===== src/rtl/fetch_pkg.sv =====
// rtl/fetch_pkg.sv - shared types, default widths and jump-LUT contents for the fetch stage
package fetch_pkg;

  typedef enum logic [1:0] {
    IDLE   = 2'd0,
    RUN    = 2'd1,
    HALTED = 2'd2
  } fetch_state_t;

  localparam int DEF_PC_W      = 10;
  localparam int DEF_LUT_AW    = 5;
  localparam int DEF_LUT_DEPTH = 1 << DEF_LUT_AW;

  // Entries double as absolute targets and as two's-complement relative offsets.
  localparam logic [DEF_PC_W-1:0] JUMP_LUT [DEF_LUT_DEPTH] = '{
    10'd0,  10'd20, 10'h3FC, 10'd5, 10'd0, 10'd0, 10'd0, 10'd0,
    10'd0,  10'd0,  10'd0,   10'd0, 10'd0, 10'd0, 10'd0, 10'd0,
    10'd0,  10'd0,  10'd0,   10'd0, 10'd0, 10'd0, 10'd0, 10'd0,
    10'd0,  10'd0,  10'd0,   10'd0, 10'd0, 10'd0, 10'd0, 10'd0
  };

endpackage


===== src/rtl/jump_lut.sv =====
// rtl/jump_lut.sv - combinational jump-target ROM indexed by the instruction LUT field
module jump_lut
  import fetch_pkg::*;
#(
  parameter int PC_W   = DEF_PC_W,
  parameter int LUT_AW = DEF_LUT_AW
) (
  input  logic [LUT_AW-1:0] idx,
  output logic [PC_W-1:0]   value
);

  // Pure table read; no registering so the branch resolves in the same cycle.
  always_comb begin
    value = PC_W'(JUMP_LUT[idx]);
  end

endmodule


===== src/rtl/inst_fetch.sv =====
// rtl/inst_fetch.sv - program counter, start/run/halt sequencing and retired-instruction counter
module inst_fetch
  import fetch_pkg::*;
#(
  parameter int PC_W   = DEF_PC_W,
  parameter int LUT_AW = DEF_LUT_AW,
  parameter int CNT_W  = 16
) (
  input  logic              CLK,
  input  logic              Reset,
  input  logic              Start,
  input  logic              Stall,
  input  logic              Halt_req,
  input  logic              Branch_en,
  input  logic              Branch_cond,
  input  logic              Branch_abs,
  input  logic [LUT_AW-1:0] Lut_idx,
  output logic [PC_W-1:0]   PC,
  output logic              Fetch_valid,
  output logic              Halt,
  output logic [CNT_W-1:0]  Inst_count
);

  fetch_state_t     state, state_next;
  logic             halt_q;
  logic [PC_W-1:0]  pc_q, pc_next;
  logic [CNT_W-1:0] cnt_q, cnt_next, cnt_inc;
  logic [PC_W-1:0]  lut_value;
  logic             take_branch;

  jump_lut #(
    .PC_W   (PC_W),
    .LUT_AW (LUT_AW)
  ) u_jump_lut (
    .idx   (Lut_idx),
    .value (lut_value)
  );

  assign take_branch = Branch_en & Branch_cond;
  // Counter sticks at all-ones instead of wrapping.
  assign cnt_inc     = (cnt_q == {CNT_W{1'b1}}) ? cnt_q : cnt_q + CNT_W'(1);

  // State register; Halt is a flop loaded with the upcoming HALTED decode so it is glitch-free.
  always_ff @(posedge CLK or posedge Reset) begin
    if (Reset) begin
      state  <= IDLE;
      halt_q <= 1'b0;
    end else begin
      state  <= state_next;
      halt_q <= (state_next == HALTED);
    end
  end

  // Next-state selection: Start restarts from anywhere, Stall freezes RUN, Halt_req ends it.
  always_comb begin
    state_next = state;
    case (state)
      IDLE: begin
        if (!Start) state_next = RUN;
      end
      RUN: begin
        if (Start)         state_next = IDLE;
        else if (Stall)    state_next = RUN;
        else if (Halt_req) state_next = HALTED;
      end
      HALTED: begin
        if (Start) state_next = IDLE;
      end
      default: state_next = IDLE;
    endcase
  end

  // Outputs: a fetch is only meaningful while running and not frozen.
  always_comb begin
    Fetch_valid = (state == RUN) && !Stall;
    Halt        = halt_q;
    PC          = pc_q;
    Inst_count  = cnt_q;
  end

  // PC and counter update; the halting instruction retires but its address stays on PC.
  always_comb begin
    pc_next  = pc_q;
    cnt_next = cnt_q;
    case (state)
      IDLE: begin
        pc_next  = '0;
        cnt_next = '0;
      end
      RUN: begin
        if (Start) begin
          pc_next  = '0;
          cnt_next = '0;
        end else if (!Stall) begin
          cnt_next = cnt_inc;
          if (Halt_req)                     pc_next = pc_q;
          else if (take_branch && Branch_abs) pc_next = lut_value;
          else if (take_branch)             pc_next = pc_q + lut_value;
          else                              pc_next = pc_q + PC_W'(1);
        end
      end
      HALTED: begin
        if (Start) begin
          pc_next  = '0;
          cnt_next = '0;
        end
      end
      default: begin
        pc_next  = '0;
        cnt_next = '0;
      end
    endcase
  end

  // PC and counter registers, cleared asynchronously with the FSM.
  always_ff @(posedge CLK or posedge Reset) begin
    if (Reset) begin
      pc_q  <= '0;
      cnt_q <= '0;
    end else begin
      pc_q  <= pc_next;
      cnt_q <= cnt_next;
    end
  end

endmodule


===== config.mk =====
export PLATFORM = sky130hd
export DESIGN_NAME = inst_fetch
export DESIGN_NICKNAME = d
export VERILOG_FILES = /design/src/rtl/fetch_pkg.sv /design/src/rtl/jump_lut.sv /design/src/rtl/inst_fetch.sv
export SDC_FILE = /design/constraint.sdc
export NUM_CORES = 1
export LEC_CHECK = 0
export ABC_AREA = 1
export CAP_MARGIN = 20
export CORE_UTILIZATION = 30
export DETAILED_ROUTE_END_ITERATION = 16
export HOLD_SLACK_MARGIN = 0.12
export PLACE_DENSITY_LB_ADDON = 0.1
export SYNTH_ARGS = -nofsm -noshare
export SYNTH_HDL_FRONTEND = slang
export SYNTH_SLANG_ARGS = --single-unit

===== constraint.sdc =====
create_clock -name CLK -period 1.74 [get_ports CLK]
set_input_delay 0.174 -clock CLK [delete_from_list [all_inputs] [get_ports CLK]]
set_output_delay 0.174 -clock CLK [all_outputs]
set_load 0.005 [all_outputs]

### Word-level counts from Yosys, hierarchy flattened

Memories as Yosys holds them, arrays and structs flattened.
Index checks and enable logic that the tools add are counted.

* register bits after elaboration: 29
* memory bits (read-only): 320
* input bits: 13
* output and inout port bits: 28
* word-level logic and storage cells: 45
* memories: 1

Memory list
* (name not given): depth 32, width 10, rd ports 1, clocked after Yosys merged registers in 0, wr ports 0, RTL line jump_lut.sv:14 `value = PC_W'(JUMP_LUT[idx]);`

* $add $sub $neg: 3
* magnitude comparators: 1
* eq/ne operators: 8
* multiplexer cells: 20
* bitwise gates (word level): 2
* reductions and logical operators: 6

Operators with widths (count)
* $mux W10: 8
* $mux W16: 4
* $pmux W16 S2: 1
* $pmux W10 S2: 1
* $add A16 B1 Y16 const B: 1
* $eq A16 B16 Y1 const B: 1
* $add A10 B1 Y10 const B: 1
* $add A10 B10 Y10: 1
* $mux W2: 5
* $ne A3 B3 Y1 const B: 3
* $ge A6 B6 Y1 const B: 1
* $not A5 Y6: 1
* $pmux W2 S3: 1
* $reduce_and A3 Y1: 2
* $eq A2 B2 Y1 const B: 2
* $eq A2 B1 Y1 const B: 1
* $logic_and A1 B1 Y1: 2
* $logic_not A2 Y1: 1
* $ne A2 B2 Y1 const B: 1
* $and A1 B1 Y1: 1
* $logic_not A1 Y1: 1

### Depth between registers and ports, before layout

Gate-level depths: netlist of run 1.

* word-level depth: 11
* mapped depth: 14
* gate-level depth less buffers: 14

### Cells and area by module

From an unflattened synthesis of run 1, not the netlist that was laid out.

* cell total of the unflattened synthesis: 356
* area total of the unflattened synthesis: 2438.6 sq um

By module, submodules not included
* inst_fetch: instances 1, cells each 331, area an instance 2290.9 sq um, sequential area each 725.7 sq um
* jump_lut: instances 1, cells each 25, area an instance 147.6 sq um, sequential area each 0.0 sq um

### Least setup slack after synthesis of run 1

OpenSTA, ideal clock, no wires.

* path kind: input port to flip-flop
* start point: in Lut_idx[2]
* end point: reg pc_q[7] (netlist: PC[7])
* library setup time: 0.065 ns
* arrival: 1.635 ns
* data required time: 1.675 ns
* slack: 0.040 ns
* stages on the path: 12
* path buffers: 0
* cells stage by stage: nor2_1 -> nand2_1 -> or2_2 -> nor2_1 -> ha_1 -> nand2_1 -> o21ai_0 -> nand2_1 -> a21o_1 -> nand3_1 -> nand2_1 -> nand2_1

* cells in the longest elaborated chain, start to end: 11

RTL lines
* from (decl): RTL line inst_fetch.sv:17 `input logic [LUT_AW-1:0] Lut_idx,`
* $not A5 Y6 (implied by the code) *: RTL line jump_lut.sv:14
* $mem_v2 Z32 W10 *
* $mux W10 (implied by the code) * (2 in series): RTL line jump_lut.sv:14
* $add A10 B10 Y10: RTL line inst_fetch.sv:98 `else if (take_branch) pc_next = pc_q + lut_value;`
* $mux W10: RTL line inst_fetch.sv:98
* $mux W10 *: RTL line inst_fetch.sv:97 `else if (take_branch && Branch_abs) pc_next = lut_value;`
* $mux W10 *: RTL line inst_fetch.sv:96 `if (Halt_req) pc_next = pc_q;`
* $mux W10 *: RTL line inst_fetch.sv:94 `end else if (!Stall) begin`
* $mux W10 *: RTL line inst_fetch.sv:91 `if (Start) begin`
* $pmux W10 S2 *: RTL line inst_fetch.sv:85 `case (state)`
* to (signal assigned): RTL line inst_fetch.sv:121 `pc_q <= pc_next;`
* to (decl): RTL line inst_fetch.sv:26 `logic [PC_W-1:0] pc_q, pc_next;`

Every way passes the cells marked *; elsewhere a longest branch is shown, timed or not. The select of a mux whose other input is x is not followed.
A chain may end at the register's enable or synchronous reset.

### Worst setup path after layout of run 1

* start point: reg state[1]
* end point: out Fetch_valid

* cells in the longest elaborated chain, start to end: 2

RTL lines
* from (decl): RTL line inst_fetch.sv:24 `fetch_state_t state, state_next;`
* from (signal assigned): RTL line inst_fetch.sv:49 `state <= state_next;`
* $eq A2 B1 Y1: RTL line inst_fetch.sv:75 `Fetch_valid = (state == RUN) && !Stall;`
* $logic_and A1 B1 Y1: RTL line inst_fetch.sv:75
* to (decl): RTL line inst_fetch.sv:19 `output logic Fetch_valid,`

Every way passes these cells.

==> results of run 1 <==
[metrics by stage]
step                      std cells  hold slack, ns
final                           519           0.258
after global routing            519           0.309
after CTS                       517           0.286
after detailed placement        505           0.485
after global placement          505           0.487
after floorplan                 334           0.252
[flip-flops by register name (all words and copies together), names as in the netlist]
name / flops
Halt: 1
Inst_count: 16
PC: 10
state: 2
[critical path, cell delays in order (launching register included)]
cell and delay (ns):
dfrtp_1 0.42, inv_1 0.07, nand2_1 0.10, nor2_1 0.10
clkdlybuf4s50_1 0.50
[area by class of cell]
type                       instances  share of cell area (%)
tap                               99                    3.72
multi-input combinational        254                    44.9
inverter                          44                    5.07
timing repair buffer              85                    22.2
sequential                        29                    21.8
clock buffer                       8                    2.40
[cell usage after synthesis (all sizes together)]
cell type	number
nand4	13
a21o	2
o22ai	1
dfrtp	29
xor2	4
ha	13
buf	6
nand2	112
nor3	3
a21oi	13
nor2	33
o21bai	1
inv	42
or2	1
clkbuf	1
clkinv	2
xnor2	1
nand3	35
a31oi	1
o21ai	20
o21a	1
[worst paths after layout]
kind,end,slack [ns]
min in group CLK,PC[4],0.48
hold / removal,PC[2],0.26
max in group asynchronous,state[0],1.19
setup reg to reg,Inst_count[2],0.14
hold reg to reg,state[0],0.52
setup / recovery,Fetch_valid,0.09
[power by group]
part	internal, µW	total (µW)	switching (µW)
combinational	137	292	155
clock	284	557	273
sequential	688	703	14.7
[what timing repair did]
action | in CTS | in global routing
pin swaps | 16 | 10
buffers inserted | 5 | 2
endpoints found under the setup margin | 8 | 9
gates resized for setup | 35 | 27
[cell families after synthesis]
logic type / after synthesis
buf+inv: 51
simple gates: 197
flops: 29
xor+xnor: 5
compound gates: 39
fa+ha+maj: 13
[routing by layer]
layer | vias up | routed length [µm] | global-route usage (%)
li1 | 1251 | - | -
met1 | 1097 | 2920 | 22.2
met2 | 37 | 3430 | 33.6
met3 | 7 | 215 | 3.68
met4 | 0 | 78 | 5.43
met5 | - | 0 | 0
==> impl_metrics.tcl, run 1 <==
set metrics [dict create \
    synth_top_area_share_pct 32.7 \
    yosys_warnings 0 \
    cp.arrival_ns 1.48 \
    syn_avg_cell_area_um2 6.65 \
    vias 2392 \
    firstDrtPassIters 4 \
    mostFrequentLayoutCell "nand2_1" \
    syn_inst 334 \
    multi_input_area_um2 1500 \
    cts_tree "done" \
    cp-end-kind "output pin" \
    placeableCoreArea_um2 7210 \
    grt_pass1_wl_um 11000 \
    hp-class "in2async" \
    cts.root.buffer_cell "clkbuf_8" \
    drt-wirelength-per-cell_um 12.8 \
    crit_path_start "state[1]" \
    synthMuxAreaShare_pct 0 \
    crit_path_start_kind "register" \
    syn-num-nets 360 \
    h-tree-depth 2 \
    finalSetupTns_ns 0 \
    grt_pass1_vias 2370 \
    vdd_ir_drop_max_mv 0.286 \
    dp_hpwl_um 4760 \
    synth_xor_area_share_pct 1.97 \
    final.period_utilization_pct 95.0 \
    fillCellCount 785 \
    layout-drive-gt1-share_pct 25.0 \
    dpl_cell_area_um2 3000 \
    clock_sinks 29 \
    grt_setup_unrepaired "true" \
    powerDensity_nw_per_um2 466 \
    fp.dieH_um 88.1 \
    drt_iter0_drc 109 \
    drtAntennaViolNets 0 \
    fin_skew_ns 0.00692 \
    power_uw 1550 \
    clk_latency_ns 0.29 \
    place_congestion 0.825 \
    area_growth_syn_to_layout_pct 50.0 \
    setup_violations 0 \
    diodes 0 \
    path_clk_slew_ns 0.07 \
    drv_cap 0 \
    grt-ovfl-total 0 \
    wl_um 6640 \
    synth.area.top_cells "dfrtp_1 33%, nand2_1 18%, nand3_1 7.7%" \
    outcome "finished, final reports clean" \
    synth_cell_types 31 \
    worstSetupPathType "reg2out" \
    fin_crit_ns 1.65 \
    die_width_um 88.1 \
    vias_per_cell 4.61 \
    fmax_ghz 0.605 \
    yosys.area_share.adder_pct 7.32 \
    antenna_found_initial 0 \
    ctsHoldBuffers 0 \
    finalHoldViolCount 0 \
    place_ws_ns -0.692 \
    slew-limit-headroom_pct 73.7 \
    ff2ff_path_depth 11 \
    mostFrequentLayoutCells "102 x nand2_1, 42 x buf_4, 33 x inv_1, 33 x clkdlybuf4s50_1, 30 x nand3_1" \
    crit_required_ns 1.57 \
    drc 0 \
    grt_use_total_pct 18.6 \
    ys_seq_elements 29 \
    numCtsBuffers 5 \
    setup_ws_ns 0.0874 \
    clockBufferDepth 2 \
    core.rowCount 31 \
    io_buffers 40 \
    netlist_area_um2 2220 \
    ff_latch_area_um2 726 \
    grt_max_degree 30 \
    reg2reg_from "state[1]" \
    yosysSeqAreaShare_pct 32.7 \
    fin_area_um2 3330 \
    start_util_pct 30.8 \
    synth_top_family_by_area "simple AND/OR/NAND/NOR gates" \
    synth_top_cell_by_area "dfrtp_1" \
    max_slew.worst_pin.slew_ns 0.395 \
    final_util_pct 46.2 \
    io-pin-count 41 \
    path_max_fanout 4 \
    synth-compound-area-share_pct 9.85 \
    p_leak_uw 0.00155 \
    slew_viol_final 0 \
    final_nets 445 \
    die_area_um2 7760 \
    synth-simple-area-share_pct 38.5 \
]
(Power assumes the default switching activity.)
==> run 2, diff against run 1 <==
- SKIP_LAST_GASP: default -> 1
- SYNTH_HIERARCHICAL: default -> 1
==> run 2 against run 1 <==
  * The flow now finishes with violations (negative setup slack)
  * Fmax decreased by 9.6%
  * Synthesized area grew 9.7%
  * Die area is 9.5% higher
  * Critical path type is now in2reg
  * Largest power group is now clock
==> impl_metrics.tcl, run 2 <==
set metrics [dict create \
    outcome "finished with violations" \
    violations "negative setup slack" \
    clockBufferDepth 2 \
    die_width_um 92.2 \
    mostFrequentLayoutCell "nand2_1" \
    core.rowCount 32 \
    finalHoldViolCount 0 \
    grt_max_degree 30 \
    fin_skew_ns 0.00723 \
    cp.arrival_ns 2.01 \
    placeableCoreArea_um2 7810 \
    drt_iter0_drc 108 \
    final.period_utilization_pct 105 \
    io_buffers 40 \
    clk_latency_ns 0.29 \
    grt_use_total_pct 17.0 \
    final_nets 466 \
    place_congestion 0.799 \
    r2r_slack_ns 0.05 \
    setup_violations 3 \
    cts.root.buffer_cell "clkbuf_8" \
    synth_edf_count 0 \
    die_area_um2 8490 \
    syn_avg_cell_area_um2 6.85 \
    diodes 0 \
    grt_pass1_wl_um 11400 \
    largest_reg_flops 16 \
    ff2ff_path_depth 8 \
    crit_path_start_kind "input port" \
    fillCellCount 789 \
    final_util_pct 45.7 \
    layout-drive-gt1-share_pct 30.7 \
    ys_seq_elements 29 \
    powerDensity_nw_per_um2 504 \
    synth.area.top_cells "dfrtp_1 30%, nand2_1 17%, inv_1 8.5%" \
    crit_required_ns 1.92 \
    wl_um 6850 \
    fmax_ghz 0.547 \
    yosysMostFrequentCell "nand2_1" \
    area_growth_syn_to_layout_pct 46.2 \
    path_max_fanout 2 \
    syn-num-nets 383 \
    setup_ws_ns -0.0878 \
    syn_inst 356 \
    vias 2457 \
    drtAntennaViolNets 0 \
    drv_cap 0 \
    finalSetupTns_ns -0.181 \
    firstDrtPassIters 4 \
    synth_top_cell_by_area "dfrtp_1" \
    ff_latch_area_um2 726 \
    path_clk_slew_ns 0.07 \
    antenna_found_initial 0 \
    netlist_area_um2 2440 \
    grt-ovfl-total 0 \
    h-tree-depth 2 \
    grt_pass1_vias 2299 \
    cts_tree "done" \
    vdd_ir_drop_max_mv 0.322 \
    p_leak_uw 0.00178 \
    fp.dieH_um 92.2 \
    hp-class "in2async" \
    cp_slowest_cell "fa_2" \
    mostFrequentLayoutCells "97 x nand2_1, 48 x inv_1, 43 x buf_4" \
    reg2reg_from "PC[0]" \
    grt_setup_unrepaired "true" \
    worstPathCellList "buf_6, buf_6, ha_4, nand2_2, nor2_2, or2_4, ha_4, fa_2, nand2_2, nand3_2, and2_4, xor2_1, o211ai_1, nand2_1" \
    numCtsBuffers 5 \
    yosys_warnings 6 \
    clock_sinks 29 \
    synth_cell_types 39 \
    crit_path_start "Lut_idx[0]" \
    drc 0 \
    synth_top_area_share_pct 29.8 \
    slew_viol_final 0 \
    regToRegEndpoint "PC[4]" \
    start_util_pct 31.2 \
    yosysSeqAreaShare_pct 29.8 \
    multi_input_area_um2 1600 \
    dp_hpwl_um 4880 \
    vias_per_cell 4.53 \
    worstSetupPathType "in2reg" \
    ys.flop_type "dfrtp_1" \
    fin_crit_ns 1.83 \
    drt-wirelength-per-cell_um 12.6 \
    max_stage_delay_ns 0.35 \
    cp-end-kind "register" \
    io-pin-count 41 \
    async_reset_ff_share_pct 100 \
    ys_top_cells_by_count "108 x nand2_1, 55 x inv_1, 30 x nor2_1" \
]
-- run 2: cell types whose count changed after synthesis, moves of 4 or more --
cell	delta
nand2_2	+4
buf_4	+6
inv_1	+18
o21ai_2	+7
nand3_1	-9
a21oi_1	-5
o21ai_1	-8
-- run 2: critical path: cells and delay by family --
kind / cells / cell delay (ns)
fa+ha+maj: 3 / 0.65
simple gates: 7 / 0.70
xor+xnor: 1 / 0.13
buf+inv: 2 / 0.21
compound gates: 1 / 0.15
-- run 2: per-layer routing --
layer  up-vias  global-route usage, %  part of all wire (%)
met5         -                      0                     0
met4         0                   4.56                   1.1
met3         6                   2.99                   3.7
met2        48                   25.2                    43
met1      1108                   25.2                    52
li1       1295                      -                     -
-- run 2: cell families after synthesis --
logic type               synth area share [%]
adder cells (fa/ha/maj)                  7.49
AND/OR/NAND/NOR                          37.7
buffers and inverters                    12.9
other                                   0.154
AO/OA/AOI/OAI                            11.2
flip-flops                               29.8
XOR/XNOR                                0.718
-- run 2: layout make-up --
type                       instances  area share (%)
multi-input combinational        257            44.8
timing repair buffer              86            21.6
sequential                        29            20.4
inverter                          60            6.46
tap                              102            3.58
clock buffer                       7            2.42
clock inverter                     1           0.842
-- run 2: worst max-delay path by stage --
| stage | to | slack [ns] | cells after the start |
|---|---|---|---|
| 5_1_grt | PC[8] | -0.20 | 16 |
| 3_5_place_dp | PC[7] | -0.81 | 16 |
| 6_report | PC[4] | -0.09 | 14 |
| 2_1_floorplan | PC[4] | -0.14 | 12 |
| 3_3_place_gp | PC[7] | -0.82 | 16 |
| 4_1_cts | PC[4] | -0.15 | 14 |
-- run 2: where the power goes --
part           internal [µW]  switching [µW]  leakage (µW)
sequential               688            12.8      0.000401
combinational            152             174       0.00132
clock                    467             303     0.0000585
total                   1310             490       0.00178
-- run 2: timing repair --
action / in CTS / in global routing
resized for setup: 24 / 47
hold endpoints to repair: 0 / 0
setup buffers: 2 / 7
pin swaps: 20 / 34
endpoints found under the setup margin: 10 / 17
hold buffers: 0 / 0
-- run 2: stage by stage --
step                cells  setup slack, ns  power [µW]  instance area [µm²]  hold WS, ns
CTS                   535           -0.151        1790                 3360        0.286
finish                542          -0.0878        1800                 3560        0.268
floorplan             356           -0.138         867                 2480        0.246
global placement      525           -0.823        1010                 3200        0.506
detailed placement    525           -0.806        1010                 3200        0.500
global route          542           -0.204        1890                 3560        0.309
==> run 3, diff against run 2 <==
- CTS_CLUSTER_DIAMETER: default -> 100
==> results of run 3 <==
The final DEF is identical to that of run 2; final timing and power are the same.
